==> config.mk <==
export PLATFORM = sky130hd
export DESIGN_NAME = block_xfer_seq_flat
export DESIGN_NICKNAME = d
export VERILOG_FILES = /design/src/rtl/block_xfer_seq_if.sv /design/src/rtl/block_xfer_seq.sv /design/src/flat_wrapper.sv
export SDC_FILE = /design/constraint.sdc
export NUM_CORES = 1
export LEC_CHECK = 0
export ABC_AREA = 0
export CAP_MARGIN = 30
export CORE_MARGIN = 4
export CORE_UTILIZATION = 30
export DETAILED_ROUTE_END_ITERATION = 8
export HOLD_SLACK_MARGIN = 0.15
export PLACE_DENSITY = 0.62
export SLEW_MARGIN = 20
export SYNTH_ARGS = -nofsm -noshare
export SYNTH_HDL_FRONTEND = slang
export SYNTH_SLANG_ARGS = --single-unit
==> constraint.sdc <==
create_clock -name clk -period 2.4 [get_ports clk]
set_clock_uncertainty 0.1 [all_clocks]
set_input_delay 0.48 -clock clk [delete_from_list [all_inputs] [get_ports clk]]
set_output_delay 0.48 -clock clk [all_outputs]
set_load 0.005 [all_outputs]
==> src/rtl/block_xfer_seq_if.sv <==
// rtl/block_xfer_seq_if.sv - memory and shared ALU bus for block_xfer_seq
// Purpose: groups the byte read/write request-acknowledge channels and the
//          connection to the shared combinational 16-bit ALU.
// Signals:
//   mem_rd_req/mem_rd_addr -> read request, held until mem_rd_ack
//   mem_rd_ack/mem_rd_data <- read acknowledge with the byte
//   mem_wr_req/mem_wr_addr/mem_wr_data -> write request, held until mem_wr_ack
//   mem_wr_ack             <- write acknowledge
//   alu16_arg1/alu16_op/alu16_flags_in -> ALU operands
//   alu16_out/alu16_flags_out          <- ALU results (combinational)
// Modports: master = sequencer side, slave = memory/ALU side.

interface block_xfer_seq_if;
    logic        mem_rd_req;
    logic [15:0] mem_rd_addr;
    logic        mem_rd_ack;
    logic [7:0]  mem_rd_data;
    logic        mem_wr_req;
    logic [15:0] mem_wr_addr;
    logic [7:0]  mem_wr_data;
    logic        mem_wr_ack;
    logic [15:0] alu16_arg1;
    logic [2:0]  alu16_op;
    logic [7:0]  alu16_flags_in;
    logic [15:0] alu16_out;
    logic [7:0]  alu16_flags_out;

    modport master (
        output mem_rd_req, mem_rd_addr, mem_wr_req, mem_wr_addr, mem_wr_data,
        output alu16_arg1, alu16_op, alu16_flags_in,
        input  mem_rd_ack, mem_rd_data, mem_wr_ack, alu16_out, alu16_flags_out
    );

    modport slave (
        input  mem_rd_req, mem_rd_addr, mem_wr_req, mem_wr_addr, mem_wr_data,
        input  alu16_arg1, alu16_op, alu16_flags_in,
        output mem_rd_ack, mem_rd_data, mem_wr_ack, alu16_out, alu16_flags_out
    );
endinterface

==> src/rtl/block_xfer_seq.sv <==
// rtl/block_xfer_seq.sv - Z80-style LDI/LDD/LDIR/LDDR block transfer sequencer
// Purpose: copies bytes from (HL) to (DE), stepping HL/DE up or down and
//          decrementing BC through the shared 16-bit ALU, optionally repeating
//          until BC reaches zero.
// Ports:
//   clk, reset            - clock, synchronous active-high reset
//   start, dir, rpt       - begin (IDLE only), 0=increment/1=decrement, repeat
//   hl_in/de_in/bc_in     - initial register values, flags_in - initial F
//   hl_out/de_out/bc_out  - working registers, flags_out - working F
//   busy, done            - busy outside IDLE, done is a one-cycle pulse
//   abort, aborted        - only with BLKXFER_ABORT_EN defined
//   bus                   - block_xfer_seq_if.master (memory + ALU)
// Parameter IDLE_BC_ZERO_WRAP: 1 = BC=0 runs 65536 iterations, 0 = BC=0 ends
//   immediately without transfer.
// Optional macro: BLKXFER_ABORT_EN adds the abort input / aborted output.

module block_xfer_seq #(
    parameter bit IDLE_BC_ZERO_WRAP = 1'b1
) (
    input  logic        clk,
    input  logic        reset,
    input  logic        start,
    input  logic        dir,
    input  logic        rpt,
    input  logic [15:0] hl_in,
    input  logic [15:0] de_in,
    input  logic [15:0] bc_in,
    input  logic [7:0]  flags_in,
    output logic [15:0] hl_out,
    output logic [15:0] de_out,
    output logic [15:0] bc_out,
    output logic [7:0]  flags_out,
    output logic        busy,
    output logic        done,
`ifdef BLKXFER_ABORT_EN
    input  logic        abort,
    output logic        aborted,
`endif
    block_xfer_seq_if.master bus
);

    localparam logic [2:0] VAL_ALU16_OP_INC    = 3'd0;
    localparam logic [2:0] VAL_ALU16_OP_DEC    = 3'd1;
    localparam logic [2:0] VAL_ALU16_OP_DEC_LD = 3'd2;

    typedef enum logic [2:0] {
        S_IDLE, S_RD, S_WR, S_UPD_HL, S_UPD_DE, S_UPD_BC, S_CHK, S_DONE
    } state_t;

    state_t      state_q;
    logic [15:0] hl_q, de_q, bc_q;
    logic [7:0]  flags_q;
    logic        dir_q, rpt_q, busy_q, done_q;
    logic        rd_req_q, wr_req_q;
    logic [15:0] rd_addr_q, wr_addr_q;
    logic [7:0]  wr_data_q;          // byte latched from the read
    logic [15:0] alu_arg_q;
    logic [2:0]  alu_op_q;
    logic [7:0]  alu_flags_q;
    logic        more_iter;

`ifdef BLKXFER_ABORT_EN
    logic        aborted_q;
    assign more_iter = rpt_q && (bc_q != 16'h0000) && !abort;
    assign aborted   = aborted_q;
`else
    assign more_iter = rpt_q && (bc_q != 16'h0000);
`endif

    // All outputs come from registers. The ALU operands are loaded one state
    // ahead so they are already valid during the UPD_* state whose closing
    // edge captures the ALU result.
    always_ff @(posedge clk) begin
        if (reset) begin
            state_q     <= S_IDLE;
            hl_q        <= 16'h0000;
            de_q        <= 16'h0000;
            bc_q        <= 16'h0000;
            flags_q     <= 8'h00;
            dir_q       <= 1'b0;
            rpt_q       <= 1'b0;
            busy_q      <= 1'b0;
            done_q      <= 1'b0;
            rd_req_q    <= 1'b0;
            wr_req_q    <= 1'b0;
            rd_addr_q   <= 16'h0000;
            wr_addr_q   <= 16'h0000;
            wr_data_q   <= 8'h00;
            alu_arg_q   <= 16'h0000;
            alu_op_q    <= VAL_ALU16_OP_INC;
            alu_flags_q <= 8'h00;
`ifdef BLKXFER_ABORT_EN
            aborted_q   <= 1'b0;
`endif
        end else begin
            done_q <= 1'b0;
            case (state_q)
                S_IDLE: begin
                    if (start) begin
                        dir_q  <= dir;
                        rpt_q  <= rpt;
                        busy_q <= 1'b1;
`ifdef BLKXFER_ABORT_EN
                        aborted_q <= 1'b0;
`endif
                        if (!IDLE_BC_ZERO_WRAP && (bc_in == 16'h0000)) begin
                            done_q  <= 1'b1;
                            state_q <= S_DONE;
                        end else begin
                            hl_q      <= hl_in;
                            de_q      <= de_in;
                            bc_q      <= bc_in;
                            flags_q   <= flags_in;
                            rd_req_q  <= 1'b1;
                            rd_addr_q <= hl_in;
                            state_q   <= S_RD;
                        end
                    end
                end
                S_RD: begin
                    if (bus.mem_rd_ack) begin
                        rd_req_q  <= 1'b0;
                        wr_req_q  <= 1'b1;
                        wr_addr_q <= de_q;
                        wr_data_q <= bus.mem_rd_data;
                        state_q   <= S_WR;
                    end
                end
                S_WR: begin
                    if (bus.mem_wr_ack) begin
                        wr_req_q  <= 1'b0;
                        alu_arg_q <= hl_q;
                        alu_op_q  <= dir_q ? VAL_ALU16_OP_DEC : VAL_ALU16_OP_INC;
                        state_q   <= S_UPD_HL;
                    end
                end
                S_UPD_HL: begin
                    hl_q      <= bus.alu16_out;
                    alu_arg_q <= de_q;
                    state_q   <= S_UPD_DE;
                end
                S_UPD_DE: begin
                    de_q        <= bus.alu16_out;
                    alu_arg_q   <= bc_q;
                    alu_op_q    <= VAL_ALU16_OP_DEC_LD;
                    alu_flags_q <= flags_q;
                    state_q     <= S_UPD_BC;
                end
                S_UPD_BC: begin
                    bc_q        <= bus.alu16_out;
                    flags_q     <= bus.alu16_flags_out;
                    alu_arg_q   <= 16'h0000;
                    alu_op_q    <= VAL_ALU16_OP_INC;
                    alu_flags_q <= 8'h00;
                    state_q     <= S_CHK;
                end
                S_CHK: begin
                    if (more_iter) begin
                        rd_req_q  <= 1'b1;
                        rd_addr_q <= hl_q;
                        state_q   <= S_RD;
                    end else begin
                        done_q  <= 1'b1;
`ifdef BLKXFER_ABORT_EN
                        aborted_q <= abort;
`endif
                        state_q <= S_DONE;
                    end
                end
                S_DONE: begin
                    busy_q  <= 1'b0;
                    state_q <= S_IDLE;
                end
                default: state_q <= S_IDLE;
            endcase
        end
    end

    assign hl_out             = hl_q;
    assign de_out             = de_q;
    assign bc_out             = bc_q;
    assign flags_out          = flags_q;
    assign busy               = busy_q;
    assign done               = done_q;
    assign bus.mem_rd_req     = rd_req_q;
    assign bus.mem_rd_addr    = rd_addr_q;
    assign bus.mem_wr_req     = wr_req_q;
    assign bus.mem_wr_addr    = wr_addr_q;
    assign bus.mem_wr_data    = wr_data_q;
    assign bus.alu16_arg1     = alu_arg_q;
    assign bus.alu16_op       = alu_op_q;
    assign bus.alu16_flags_in = alu_flags_q;

endmodule
==> src/flat_wrapper.sv <==
// flat-port wrapper written by rule: the top's interface ports become plain ports
module block_xfer_seq_flat 
#(
    parameter bit IDLE_BC_ZERO_WRAP = 1'b1
)
  (clk, reset, start, dir, rpt, hl_in, de_in, bc_in, flags_in, hl_out, de_out, bc_out, flags_out, busy, done, bus_mem_rd_req, bus_mem_rd_addr, bus_mem_wr_req, bus_mem_wr_addr, bus_mem_wr_data, bus_alu16_arg1, bus_alu16_op, bus_alu16_flags_in, bus_mem_rd_ack, bus_mem_rd_data, bus_mem_wr_ack, bus_alu16_out, bus_alu16_flags_out);
  block_xfer_seq_if bus_i ();
  input  logic clk;
  input  logic reset;
  input  logic start;
  input  logic dir;
  input  logic rpt;
  input  logic [15:0] hl_in;
  input  logic [15:0] de_in;
  input  logic [15:0] bc_in;
  input  logic [7:0] flags_in;
  output logic [15:0] hl_out;
  output logic [15:0] de_out;
  output logic [15:0] bc_out;
  output logic [7:0] flags_out;
  output logic busy;
  output logic done;
  output wire logic [$bits(bus_i.mem_rd_req)-1:0] bus_mem_rd_req;
  output wire logic [$bits(bus_i.mem_rd_addr)-1:0] bus_mem_rd_addr;
  output wire logic [$bits(bus_i.mem_wr_req)-1:0] bus_mem_wr_req;
  output wire logic [$bits(bus_i.mem_wr_addr)-1:0] bus_mem_wr_addr;
  output wire logic [$bits(bus_i.mem_wr_data)-1:0] bus_mem_wr_data;
  output wire logic [$bits(bus_i.alu16_arg1)-1:0] bus_alu16_arg1;
  output wire logic [$bits(bus_i.alu16_op)-1:0] bus_alu16_op;
  output wire logic [$bits(bus_i.alu16_flags_in)-1:0] bus_alu16_flags_in;
  input wire logic [$bits(bus_i.mem_rd_ack)-1:0] bus_mem_rd_ack;
  input wire logic [$bits(bus_i.mem_rd_data)-1:0] bus_mem_rd_data;
  input wire logic [$bits(bus_i.mem_wr_ack)-1:0] bus_mem_wr_ack;
  input wire logic [$bits(bus_i.alu16_out)-1:0] bus_alu16_out;
  input wire logic [$bits(bus_i.alu16_flags_out)-1:0] bus_alu16_flags_out;
  assign bus_mem_rd_req = bus_i.mem_rd_req;
  assign bus_mem_rd_addr = bus_i.mem_rd_addr;
  assign bus_mem_wr_req = bus_i.mem_wr_req;
  assign bus_mem_wr_addr = bus_i.mem_wr_addr;
  assign bus_mem_wr_data = bus_i.mem_wr_data;
  assign bus_alu16_arg1 = bus_i.alu16_arg1;
  assign bus_alu16_op = bus_i.alu16_op;
  assign bus_alu16_flags_in = bus_i.alu16_flags_in;
  assign bus_i.mem_rd_ack = bus_mem_rd_ack;
  assign bus_i.mem_rd_data = bus_mem_rd_data;
  assign bus_i.mem_wr_ack = bus_mem_wr_ack;
  assign bus_i.alu16_out = bus_alu16_out;
  assign bus_i.alu16_flags_out = bus_alu16_flags_out;
  block_xfer_seq #(.IDLE_BC_ZERO_WRAP(IDLE_BC_ZERO_WRAP)) u_core (.clk(clk), .reset(reset), .start(start), .dir(dir), .rpt(rpt), .hl_in(hl_in), .de_in(de_in), .bc_in(bc_in), .flags_in(flags_in), .hl_out(hl_out), .de_out(de_out), .bc_out(bc_out), .flags_out(flags_out), .busy(busy), .done(done), .bus(bus_i));
endmodule
; Word-level counts from Yosys, hierarchy flattened
; Cells that the tools add are included.
[classes]
bitwise = 1
reduce_logical = 26
eq_ne = 11
n_mux = 30
[op_table]
columns = cell, n
row1 = 16-bit case mux with 2 select lines, 4
row2 = 16-bit 2-to-1 mux, 5
row3 = 16-bit case mux with 4 select lines, 1
row4 = 8-bit case mux with 2 select lines, 2
row5 = 3-bit case mux with 8 select lines, 1
row6 = 2-bit AND reduction, 8
row7 = 16-bit nonzero test, 1
row8 = 3-bit 2-to-1 mux, 5
row9 = 2-bit nonzero test, 7
row10 = "3-bit equality test, second input constant", 4
row11 = 3-bit case mux with 3 select lines, 1
row12 = 3-bit AND reduction, 3
row13 = 8-bit 2-to-1 mux, 1
row14 = 1-bit 2-to-1 mux, 7
row15 = "3-bit by 2-bit equality test with 1-bit output, second input constant", 2
row16 = "2-bit inequality test, second input constant", 3
row17 = 3-bit nonzero test, 2
row18 = 1-bit case mux with 2 select lines, 2
row19 = 4-bit AND reduction, 1
row20 = 4-bit nonzero test, 1
row21 = "3-bit by 1-bit equality test with 1-bit output, second input constant", 1
row22 = 3-bit logical NOT, 1
row23 = 1-bit case mux with 3 select lines, 1
row24 = "2-bit by 1-bit inequality test with 1-bit output, second input constant", 1
row25 = 3 further kinds, 3
[totals]
word_cells = 85
output_inout_bits = 127
in_bits = 95
reg_bits = 132

; Logic depth before layout (Yosys ltp)
; Gate-level depths: netlist (run 1).
[depth]
depth_word = 4
ltp_mapped = 8
depth_no_buf = 4

; Least setup slack after synthesis (run 1)
; Ideal clock, no wire load.
[synth_timing]
path_kind = reg-to-reg
start = register u_core.bc_q[7] (netlist: u_core.bc_out[7])
end = register u_core.rd_addr_q[0] (netlist: u_core.bus.mem_rd_addr[0])
synth_period_minus_slack_ns = 1.748
path_stages_with_launch = 7
path_buffers = 2
setup_ns = 0.088
path_slack_ns = 0.652
arrival_time_ns = 1.560
t_required_ns = 2.212
cell_sequence = dfxtp_1 nor4_4 a41oi_4 or2_1 buf_6 buf_6 a311oi_2
[synth_via]
elab_chain_cells = 4
[synth_lines]
columns = element, line
row1 = start: declaration, block_xfer_seq.sv:51  ; logic [15:0] hl_q, de_q, bc_q;
row2 = start signal: assignment, block_xfer_seq.sv:112  ; bc_q <= bc_in;
row3 = start signal: assignment, block_xfer_seq.sv:150  ; bc_q <= bus.alu16_out;
row4 = 16-bit nonzero test, block_xfer_seq.sv:67  ; assign more_iter = rpt_q && (bc_q != 16'h0000);
row5 = 1-bit logical AND, block_xfer_seq.sv:67
row6 = 2-bit by 1-bit inequality test with 1-bit output (no line), --
row7 = 3-bit AND reduction (no line), --
row8 = end signal: assignment, block_xfer_seq.sv:115  ; rd_addr_q <= hl_in;
row9 = end signal: assignment, block_xfer_seq.sv:160  ; rd_addr_q <= hl_q;
row10 = end: declaration, block_xfer_seq.sv:55  ; logic [15:0] rd_addr_q, wr_addr_q;
; Every way passes these cells.
; A chain may end at the register's enable or synchronous reset.

; Final worst setup path (run 1)
[layout_timing]
start = register u_core.bc_q[10] (netlist: u_core.bc_out[10])
end = output port bc_out[10]
[layout_lines]
columns = element, line
row1 = end: declaration, flat_wrapper.sv:19  ; output logic [15:0] bc_out;
; No word-level cell between the ends.

==> summary.md, run 1 <==
The count of buffer and inverter cells on the critical path is 1, and the routed wirelength normalized by instance count is 19.2 um. When the netlist entered floorplanning its net count stood at 782. The relative area change from synthesis to final layout works out to 51.4%. The worst path in the final design needs a cycle of 2.06 ns, including I/O delays and setup.

The tools report the number of antenna violations at the first check in global routing as 0. The setup path with the least slack is of type reg -> out. Number of enable-type register cells in the synthesized netlist: 0. The worst setup path startpoint was u_core.bc_out[10].

Across all register-to-register paths, the minimum setup slack is 0.41 ns. Residual DRC count: 0. STA puts the critical path data required time at 1.82 ns. Via count of the first global-routing pass: 5769. The horizontal extent of the die is 150 um, and the maximum VDD drop is 580 uV. The design draws 9.21 mW.

The library cell with the largest summed area after synthesis was sky130_fd_sc_hd__dfxtp_1. The tools report the timing-limited maximum frequency as 484 MHz. The run gives 0.42 ns as the clock latency on the worst-skew pair. Once layout is done, the placed cells without fillers occupy 0.00915 mm^2. The cell area after placement was 0.00856 mm^2. At the end of routability-driven placement, the weighted congestion stood at 0.775. In the final design database the tool counted 983 nets. In this run the number of H-tree levels came out at 4. The global route total overflow came out at 0. The first global-routing pass estimated 34400 um of wire. The number of endpoints with negative hold slack in the final report was 0. CTS saw 131 sinks. The floorplan die height works out to 150 um. Setup violations remaining at the end of the flow were counted as 0. The number of buffers inserted during clock tree synthesis was 17; the first-pass iteration count of the detailed router was 5. The total number of yosys warnings was 0; the depth of the critical timing path with buffers and inverters included was 1.

The run gives 6003 as the total number of vias. After clock tree synthesis, the clock-pin slew on the worst setup and hold paths is 0.07 ns. Buffers placed on the I/O ports in this run total 220. Among cell families on the critical path, the largest total delay comes from buffers and inverters.

After clock tree synthesis, the repair step resized 0 gates. TritonCTS built the clock tree. The synthesized area per cell was 8.80 um^2; the number of unique standard cell types used by synthesis was 43. In the synthesized netlist, the cells that appear most often are sky130_fd_sc_hd__dfxtp_1 (131), sky130_fd_sc_hd__nand2_1 (114), sky130_fd_sc_hd__nor2_1 (62). The detail route stage leaves a number of antenna-violating nets equal to 0. The tools report the relative max-transition margin as 47.2%. The critical path startpoint category is a flop.

For this design the ratio of total power to cell area is 1010 mW/mm^2. The tools report the half-perimeter wire length after detailed placement as 16300 um. The worst hold path belongs to the class in -> reg.

In this run the post-CTS setup repair buffer count came out at 0. Entering global routing, the biggest net connects 72 pins. Buffers inserted to repair hold after CTS numbered 0. For the area of the die, the log shows 0.0225 mm^2.

The number of cells on the worst reg-to-reg path is 4. STA classifies the critical path endpoint as an output port. The run gives 0.343 ns as the post-route worst hold slack. Count of pins over their slew limit: 0.

Setup repair after global routing left no endpoint under its margin. Number of fillers in the final layout: 1950. In the synthesized netlist the async set-or-reset flop fraction comes to 0%. After detailed routing, the number of vias per cell comes to 5.15. Walking the worst path, the cells encountered are clkdlybuf4s50_1. The predominant post-synthesis flop cell was sky130_fd_sc_hd__dfxtp_1.

The tools report the destination of the critical timing path as bc_out[10]. In this run the worst path has a maximum fanout of 4. Reg-to-reg critical path startpoint: u_core.state_q[0]. The logs give 19.7% for the overall routing resource usage and 0.0197 mm^2 for the core outline area. The cell type of the slowest stage on the worst timing path is sky130_fd_sc_hd__clkdlybuf4s50_1. The most common cell in the synthesized netlist was sky130_fd_sc_hd__dfxtp_1. Counting every instance in the synthesized netlist gives 687. Yosys attributes the largest share of cell area to sky130_fd_sc_hd__dfxtp_1 (43%), sky130_fd_sc_hd__mux2i_1 (9.8%), sky130_fd_sc_hd__a211oi_1 (7.1%). The destination of the worst register-to-register timing path is u_core.bus.alu16_arg1[15].

The share of the Yosys chip area taken by registers is 43.4%. Of the available clock period, the critical path in the final layout requires 86.0%. The longest clock path from root to sink contains 2 buffers.

Max-cap violations in this run came to 0. In this run the biggest area consumer among cell types represents 43.4% of the synthesized area. The number of flip-flops and latches in the synthesized netlist is 131.

The mapped netlist covers 0.00604 mm^2. Data on the critical path arrives at its endpoint at 1.48 ns. At the pin with the least slew margin, the transition time is 0.792 ns. Buffer type at the clock tree root: sky130_fd_sc_hd__clkbuf_16.

The aggregate routed wire length was 22400 um; the number of design-rule violations left by the first detailed-router iteration was 389. Row generation in the floorplan step produced 51 rows. For this run, the share of the core covered by cells in the final layout is 46.5%. The antenna diode count is 0, and the delay contributed by the slowest stage of the critical path is 0.56 ns.

The layout cell share with drive strength beyond 1 is 9.21%. The flow ran to the end, and the final reports show no timing, DRC or antenna violations. Summed over all failing endpoints, the final setup total negative slack is 0 ns. For this configuration, the core starts out at a cell density of 30.8%. For this design the top-level I/O count stands at 222. In this run the static leakage power is 3.19 nW.
[sequential cells by signal (all words and copies together) (netlist names), 2 cells and up]
name and count:
u_core.bc_out 16, u_core.bus.alu16_arg1 16, u_core.bus.mem_rd_addr 16, u_core.bus.mem_wr_addr 16, u_core.de_out 16, u_core.hl_out 16
u_core.bus.alu16_flags_in 8, u_core.bus.mem_wr_data 8, u_core.flags_out 8, u_core.state_q 3, u_core.bus.alu16_op 2
[per-stage QoR]
stage / worst slack, ns / cells
2_1_floorplan: 0.652 / 687
3_3_place_gp: 0.217 / 1133
3_5_place_dp: 0.158 / 1134
4_1_cts: 0.310 / 1166
5_1_grt: 0.275 / 1166
6_report: 0.336 / 1166
[metal layers]
metal  vias up  track usage, %  wire length [um]
met2       238            29.0              9870
met3        17            7.69              2320
met4         0            4.80               251
li1       2906               -                 -
met5         -               0                 0
met1      2842            27.1              9950
[cell families after synthesis]
group                  Yosys count  synth area share [%]
multiplexers                    59                  9.77
flip-flops                     131                  43.4
other                            1                0.0620
AND/OR/NAND/NOR                255                  19.3
AO/OA/AOI/OAI                  171                  21.9
buffers and inverters           70                  5.63
[worst min-delay path by stage]
stage	from	depth (start not counted)	to	slack (ns)
CTS	reset	2	u_core.bus.alu16_op[0]	0.33
detailed placement	u_core.bus.alu16_flags_in[4]	2	u_core.bus.alu16_flags_in[4]	0.34
global route	reset	2	u_core.dir_q	0.35
finish	reset	2	u_core.dir_q	0.34
floorplan	u_core.bus.alu16_arg1[12]	2	u_core.bus.alu16_arg1[12]	0.35
global placement	u_core.bus.alu16_arg1[15]	2	u_core.bus.alu16_arg1[15]	0.34
[cell usage in the layout, fill, tap and decap left out, types with 2 or more instances in the layout]
cell type	Yosys	layout
sky130_fd_sc_hd__a211oi_1	57	57
sky130_fd_sc_hd__a21oi_1	52	52
sky130_fd_sc_hd__a221oi_1	16	16
sky130_fd_sc_hd__a311o_1	16	16
sky130_fd_sc_hd__a311oi_1	6	6
sky130_fd_sc_hd__a311oi_2	10	10
sky130_fd_sc_hd__buf_12	0	6
sky130_fd_sc_hd__buf_4	2	23
sky130_fd_sc_hd__bufinv_16	0	2
sky130_fd_sc_hd__clkbuf_16	0	17
sky130_fd_sc_hd__clkdlybuf4s50_1	0	219
sky130_fd_sc_hd__clkinvlp_4	0	4
sky130_fd_sc_hd__dfxtp_1	131	131
sky130_fd_sc_hd__inv_1	3	3
sky130_fd_sc_hd__inv_6	0	7
sky130_fd_sc_hd__mux2i_1	59	59
sky130_fd_sc_hd__nand2_1	114	113
sky130_fd_sc_hd__nand2b_1	2	2
sky130_fd_sc_hd__nand3_1	33	33
sky130_fd_sc_hd__nand3b_1	8	8
sky130_fd_sc_hd__nor2_1	62	62
sky130_fd_sc_hd__nor2b_1	4	4
sky130_fd_sc_hd__nor3_1	21	21
sky130_fd_sc_hd__nor4_4	4	4
sky130_fd_sc_hd__o21ai_0	2	2
[layout make-up]
type	instances	area [um^2]	share of cell area, %
clock buffer	17	425	4.65
clock inverter	15	168	1.83
inverter	3	11.3	0.123
multi-input combinational	486	3090	33.8
sequential	131	2620	28.7
tap	265	332	3.62
timing repair buffer	249	2500	27.3
[power by group]
part           total, mW  internal [mW]  switching, mW
registers           3.11           2.61          0.507
clock network       2.65           1.56           1.10
logic               3.44           1.78           1.66
No activity file was read; power rests on OpenSTA's default activity.
==> inputs of run 2 (changes only) <==
PLACE_DENSITY = 0.64   (was 0.62)
RECOVER_POWER = 100   (was unset)
clock period = 1.85 ns   (was 2.4 ns; I/O delays follow)
==> summary.md, run 2 (same netlist as run 1, synthesis figures left out) <==
The flow ran to the end, and the final reports show no timing, DRC or antenna violations. The clock transition at the register clock pins on the worst setup and hold paths after CTS came out at 0.06 ns (about the same). The tools report the portion of total power attributed to sequential cells as 31.9% (-1.9 points). STA classifies the critical path startpoint as a flop.

The relative area change from synthesis to final layout came out at 58.4%. For the storage element area, the log shows 0.00267 mm^2 (+2.0%). The tools report the half-perimeter wire length after detailed placement as 16800 um (+3.0%). TritonCTS built the clock tree. Clock network fraction of total power: 29.5% (+0.7 points). For the combinational share of power, the log shows 38.6% (+1.3 points).

STA classifies the critical path endpoint as a flop. The layout cell share with drive strength beyond 1 was 16.1% (+6.9 points); the count of maximum capacitance violations was 0 (unchanged). The power per unit of standard cell area is 1320 mW/mm^2 (+31%).

The logs give 1934 (-0.82%) for the number of fillers in the final layout and 5 (unchanged) for the first-pass iteration count of the detailed router. The largest net degree at the start of global routing is 54 (-25%), and the maximum VDD drop is 702 uV (+21%). The logs give 5914 (+2.5%) for the via count of the first global-routing pass and 0 (unchanged) for the number of setup violations in the final report. The effective utilization at floorplan was 30.8% (unchanged); the final design utilization was 48.7% (+2.2 points). The largest fanout on the critical path was 3 (-1); the critical path arrival was 2.07 ns (+0.59 ns).

The minimum setup slack after placement was -0.257 ns (-0.415 ns). Depth of the CTS H-tree: 4 (unchanged). The required time at the worst-slack endpoint came out at 2.08 ns (+0.26 ns). The post-layout worst setup margin is 0.0153 ns (-0.320 ns).

Number of I/O pins: 222 (unchanged). The global-route wire length before repair was 34900 um (+1.6%); the final weighted congestion of routability-driven global placement was 0.827 (+6.6%). The number of buffers inserted by port buffering came out at 220 (unchanged). For the number of buffers inserted during clock tree synthesis, the log shows 17 (unchanged).

The logs give 8.30 mW (+40%) for the cell-internal power and 12.6 mW (+37%) for the total power. For this run, the top clock speed supported by timing is 545 MHz. Setup repair after global routing could not meet its margin everywhere. The number of endpoints with negative hold slack in the final report is 0 (unchanged), and the core outline area is 0.0197 mm^2 (unchanged).

The area of the die came out at 0.0225 mm^2 (unchanged). The final net count is 1018 (+3.6%). The multi-input combinational cell area is 0.00310 mm^2 (+0.20%), and the horizontal extent of the die is 150 um (unchanged). After layout, the worst path uses 99.2% of the clock period. The antenna diode count was 0 (unchanged); the total number of vias was 6164 (+2.7%). The clock latency on the worst-skew pair was 0.43 ns (about the same).

Aggregate routed wire length: 23100 um (+3.3%). The number of antenna-violating nets in the routed design is 0 (unchanged), and the number of antenna violations at the first check in global routing is 0 (unchanged). The total net switching power is 4.35 mW (+33%). The global route total overflow came out at 0 (unchanged). The count of pins over their slew limit is 0 (unchanged). Routed wirelength normalized by instance count: 19.3 um (+0.31%). The average vias per placed instance came out at 5.13 (-0.31%). The tools report the number of design-rule violations left by the first detailed-router iteration as 397 (+2.1%).

The tools report the buffer type at the clock tree root as sky130_fd_sc_hd__clkbuf_16. The path class of the tightest hold or removal check is reg -> reg. The worst setup path is of the reg -> reg kind.

Net switching fraction of the power: 34.4% (-1.0 points). The worst path in the final design needs a cycle of 1.83 ns, including I/O delays and setup. The top cell types in the final layout, fill and taps aside, are sky130_fd_sc_hd__clkdlybuf4s50_1 (203), sky130_fd_sc_hd__nand2_1 (114), sky130_fd_sc_hd__dfxtp_1 (96).

The residual DRC count was 0 (unchanged). Most common cell after layout, fill and taps aside: sky130_fd_sc_hd__clkdlybuf4s50_1. The tools report the total negative slack as 0 ns (unchanged). The floorplan die height was 150 um (unchanged). Deepest clock path buffer count: 2 (unchanged). The overall routing resource usage is 20.1% (+0.38 points), and the number of standard cells in the final layout excluding fillers is 1201 (+3.0%). The clock sink total is 131 (unchanged), and the total leakage power is 3.51 nW (+9.9%). The cell count after placement came out at 1164 (+2.6%). Cell row count: 51 (unchanged).
[run 2: cell types whose count changed in the layout (fill, tap and decap cells not counted), sizes merged, moves of 2 or more]
| cell | previous run | this run |
|---|---|---|
| clkdlybuf4s25 | 0 | 2 |
| clkinv | 1 | 4 |
| clkbuf | 17 | 22 |
| buf | 30 | 59 |
| bufinv | 2 | 4 |
| clkdlybuf4s50 | 219 | 203 |
| dlygate4sd2 | 0 | 13 |
| clkinvlp | 4 | 0 |
[run 2: what timing repair did]
action                                  4_1_cts  5_1_grt
pin swaps                                     0        6
endpoints found under the setup margin       38       25
setup buffers                                 3        1
hold buffers                                  1        0
gates resized for setup                      53       11
hold endpoints to repair                      2        0
cloned                                        0        1
[run 2: through the flow]
step	hold WS [ns]	cell area (um^2)
3_3_place_gp	0.338	8900
3_5_place_dp	0.342	8900
2_1_floorplan	0.348	6040
4_1_cts	0.351	9610
5_1_grt	0.364	9580
6_report	0.349	9580
[run 2: layer usage]
metal  share of wire, %  routed length, um  global-route usage, %
met1                 44              10200                   27.9
met2                 44              10100                   29.2
met3                9.2               2140                   6.24
met4                3.0                699                   7.41
met5                  0                  0                      0
[run 2: worst max-delay path: stages (launching register included)]
cell	delay, ns
sky130_fd_sc_hd__dfxtp_2	0.32
sky130_fd_sc_hd__buf_4	0.13
sky130_fd_sc_hd__nor4_4	0.31
sky130_fd_sc_hd__buf_4	0.17
sky130_fd_sc_hd__a41oi_1	0.22
sky130_fd_sc_hd__o211a_1	0.29
sky130_fd_sc_hd__a211oi_1	0.21
[run 2: worst paths after layout]
path                                                start                   endpoint  slack [ns]  cells past startpoint
worst max-delay path                     u_core.bc_out[2]          u_core.state_q[2]        0.02                      6
worst min-delay path            u_core.bus.alu16_arg1[14]  u_core.bus.alu16_arg1[14]        0.35                      2
worst max register to register           u_core.bc_out[2]          u_core.state_q[2]        0.02                      6
worst min register to register  u_core.bus.alu16_arg1[14]  u_core.bus.alu16_arg1[14]        0.35                      2
[run 2: layout make-up]
class | count | share of cell area [%]
inverters | 3 | 0.118
repair buffers | 284 | 29.4
well taps | 265 | 3.46
multi-input cells | 486 | 32.3
clock inverters | 15 | 2.29
flip-flops and latches | 131 | 27.9
clock buffers | 17 | 4.44
[run 2: power by group through the flow]
stage	Sequential, mW	Combinational (mW)	Clock, mW
floorplan	3.91	2.48	0
global placement	4.03	4.92	0
detailed placement	4.03	4.96	0
CTS	4.02	4.97	3.81
global route	4.11	5.26	3.93
finish	4.03	4.89	3.73
==> inputs of run 3 (changes only) <==
CORE_MARGIN = 1   (was 4)
CORE_UTILIZATION = 41   (was 30)
PLACE_DENSITY = 0.82   (was 0.64)
==> summary.md, run 3 (same netlist as run 1, synthesis figures left out) <==
The clock sink total is 131 (unchanged). The clock transition at the register clock pins on the worst setup and hold paths after CTS was 0.06 ns (about the same). The count of maximum capacitance violations was 0 (unchanged).

The area of the die is 0.0152 mm^2 (-32%), and the relative area change from synthesis to final layout is 55.9%. Average vias per placed instance: 5.68 (+11%). The run gives 0 (unchanged) as the antenna diode count. The minimum clock period after layout works out to 1.88 ns (+0.0431 ns).

The number of I/O pins came out at 222 (unchanged). For the met1 demand-to-capacity share in global routing, the log shows 36.9% (+9.0 points). The via count of the first global-routing pass is 5846 (-1.1%). The number of design-rule violations left by the first detailed-router iteration was 473 (+19%); the power per unit of standard cell area was 1300 mW/mm^2 (-1.5%). The worst setup path is launched from a flop. Total negative slack: -0.0583 ns (-0.0583 ns). The number of antenna-violating nets in the routed design is 0 (unchanged). The checks that failed: negative setup slack.

The tools report the number of antenna violations at the first check in global routing as 0 (unchanged). The final net count was 1011 (-0.69%); the net switching fraction of the power was 33.9% (-0.49 points). The floorplan die height came out at 123 um (-18%). The tools report the core outline area as 0.0145 mm^2 (-26%). The cell-internal power came out at 8.11 mW (-2.3%). The run finished, with violations left. The post-layout worst setup margin is -0.0278 ns (-0.0431 ns). For the aggregate routed wire length, the log shows 21100 um (-8.9%). The layout cell share with drive strength beyond 1 was 15.9% (-0.20 points); the largest net degree at the start of global routing was 60 (+11%). Leaving out fill and tap cells, the most frequent cell in the layout is sky130_fd_sc_hd__clkdlybuf4s50_1. The tools report the residual DRC count as 0 (unchanged). The relative max-transition margin was 61.1%; the half-perimeter wire length after detailed placement was 14800 um (-12%). For the met3 routing resource usage after global routing, the log shows 8.44% (+2.2 points).

The worst setup path is captured at a flop. The depth of the CTS H-tree came out at 4 (unchanged). The tools report the maximum VDD drop as 883 uV (+26%).

Number of buffers inserted by port buffering: 220 (unchanged). The effective utilization at floorplan is 41.7% (+11 points). Number of endpoints with negative hold slack in the final report: 0 (unchanged).

The horizontal extent of the die came out at 123 um (-18%). The deepest clock path buffer count was 2 (unchanged); the global route total overflow was 0 (unchanged). The count of pins over their slew limit came out at 0 (unchanged). Combinational share of power: 40.5% (+1.9 points).

For the total net switching power, the log shows 4.16 mW (-4.4%). The portion of total power attributed to sequential cells is 32.6% (+0.7 points). The number of setup violations in the final report was 3 (+3). Setup repair after global routing could not meet its margin everywhere. The final weighted congestion of routability-driven global placement came out at 0.870 (+5.2%). Total number of vias: 6319 (+2.5%).

The logs give 533 MHz (-2.3%) for the timing-limited maximum frequency and 26.9% (-2.6 points) for the clock network fraction of total power. The worst-margin pin slew is 0.581 ns, and the first-pass iteration count of the detailed router is 6 (+1). The tools report the final design utilization as 65.1% (+16 points). Critical path arrival: 2.11 ns (+0.04 ns). Required time at the worst-slack endpoint: 2.09 ns (about the same). The root buffer cell chosen for the clock tree is sky130_fd_sc_hd__clkbuf_16. The number of buffers inserted during clock tree synthesis is 17 (unchanged).

The ratio of final minimum period to clock period came out at 102% (+2.3 points). Worst hold-check path type: in -> reg. The busiest metal layer after global routing was met2.

The cell count after placement was 1076 (-7.6%); the global-route wire length before repair was 31500 um (-9.7%). The number of standard cells in the final layout excluding fillers is 1113 (-7.3%). The library cells used most frequently in the layout, excluding fill and tap cells, are sky130_fd_sc_hd__clkdlybuf4s50_1 (204), sky130_fd_sc_hd__nand2_1 (114), sky130_fd_sc_hd__dfxtp_1 (95). The logs give 40.9% (+12 points) for the global routing met2 resource utilization and 3.47 nW (-1.0%) for the total leakage power. The largest fanout on the critical path works out to 8 (+5).

The number of fillers in the final layout was 1121 (-42%); the routed wirelength normalized by instance count was 18.9 um (-1.7%). TritonCTS built the clock tree. The clock latency on the worst-skew pair came out at 0.43 ns (about the same). The tools report the cell row count as 44 (-14%). The overall routing resource usage is 27.6% (+7.5 points).

Type of the setup path with the least slack: reg -> reg.
-- run 3: cell count changes in the layout (fill, tap and decap cells not counted), sizes merged, moves of 2 or more --
cell           before  now
clkdlybuf4s25       2    4
bufinv              4    2
clkbuf             22   26
clkinvlp            0    3
dlygate4sd2        13    7
dlymetal6s2s        1    4
buf                59   54
inv                10    3
-- run 3: cell type report --
cell class,count,area [um^2],share of cell area [%]
well taps,184,230,2.44
flip-flops and latches,131,2680,28.5
clock buffers,22,464,4.93
repair buffers,277,2810,29.8
inverters,3,11.3,0.119
clock inverters,10,108,1.14
multi-input cells,486,3120,33.1
-- run 3: through the flow --
| step | instance area, um^2 | setup WS (ns) | hold slack (ns) | total power [mW] |
|---|---|---|---|---|
| after CTS | 9350 | 0.00305 | 0.243 | 12.2 |
| after global routing | 9420 | -0.101 | 0.259 | 12.9 |
| final | 9420 | -0.0278 | 0.261 | 12.3 |
| after detailed placement | 8720 | -0.205 | 0.344 | 8.80 |
| after global placement | 8720 | -0.129 | 0.339 | 8.71 |
| after floorplan | 6040 | 0.102 | 0.348 | 6.40 |
-- run 3: layer usage --
layer / routed length (um) / vias up
met5: 0 / -
met4: 626 / 0
met3: 1770 / 54
met2: 9530 / 299
met1: 9140 / 2998
li1: - / 2968
-- run 3: power by group through the flow --
stage	Combinational, mW	Sequential [mW]	Clock [mW]
after floorplan	2.48	3.91	0
after global placement	4.75	3.97	0
after detailed placement	4.81	3.99	0
after CTS	4.87	3.97	3.31
after global routing	5.34	4.07	3.45
final	4.97	4.00	3.29
-- run 3: worst paths after layout --
path / cells after the start / end / slack [ns] / startpoint
min reg2reg: 2 / u_core.bus.alu16_flags_in[2] / 0.35 / u_core.bus.alu16_flags_in[2]
max reg2reg: 6 / u_core.bus.mem_rd_addr[1] / -0.03 / u_core.bc_out[7]
min: 2 / u_core.bus.alu16_arg1[1] / 0.26 / reset
max: 6 / u_core.bus.mem_rd_addr[1] / -0.03 / u_core.bc_out[7]
-- run 3: what timing repair did --
action | in CTS | in global routing
setup endpoints to repair | 36 | 33
resized for setup | 40 | 27
pin swaps | 1 | 4
gates cloned | 0 | 1
buffers inserted | 4 | 1
hold buffers | 0 | 0
-- run 3: worst max-delay path: stages, from the launching register on --
cell and delay (ns):
sky130_fd_sc_hd__dfxtp_2 0.33, sky130_fd_sc_hd__buf_6 0.11, sky130_fd_sc_hd__nor4_4 0.41, sky130_fd_sc_hd__a41oi_4 0.16, sky130_fd_sc_hd__or2_4 0.29, sky130_fd_sc_hd__clkbuf_16 0.18
sky130_fd_sc_hd__a311oi_2 0.22
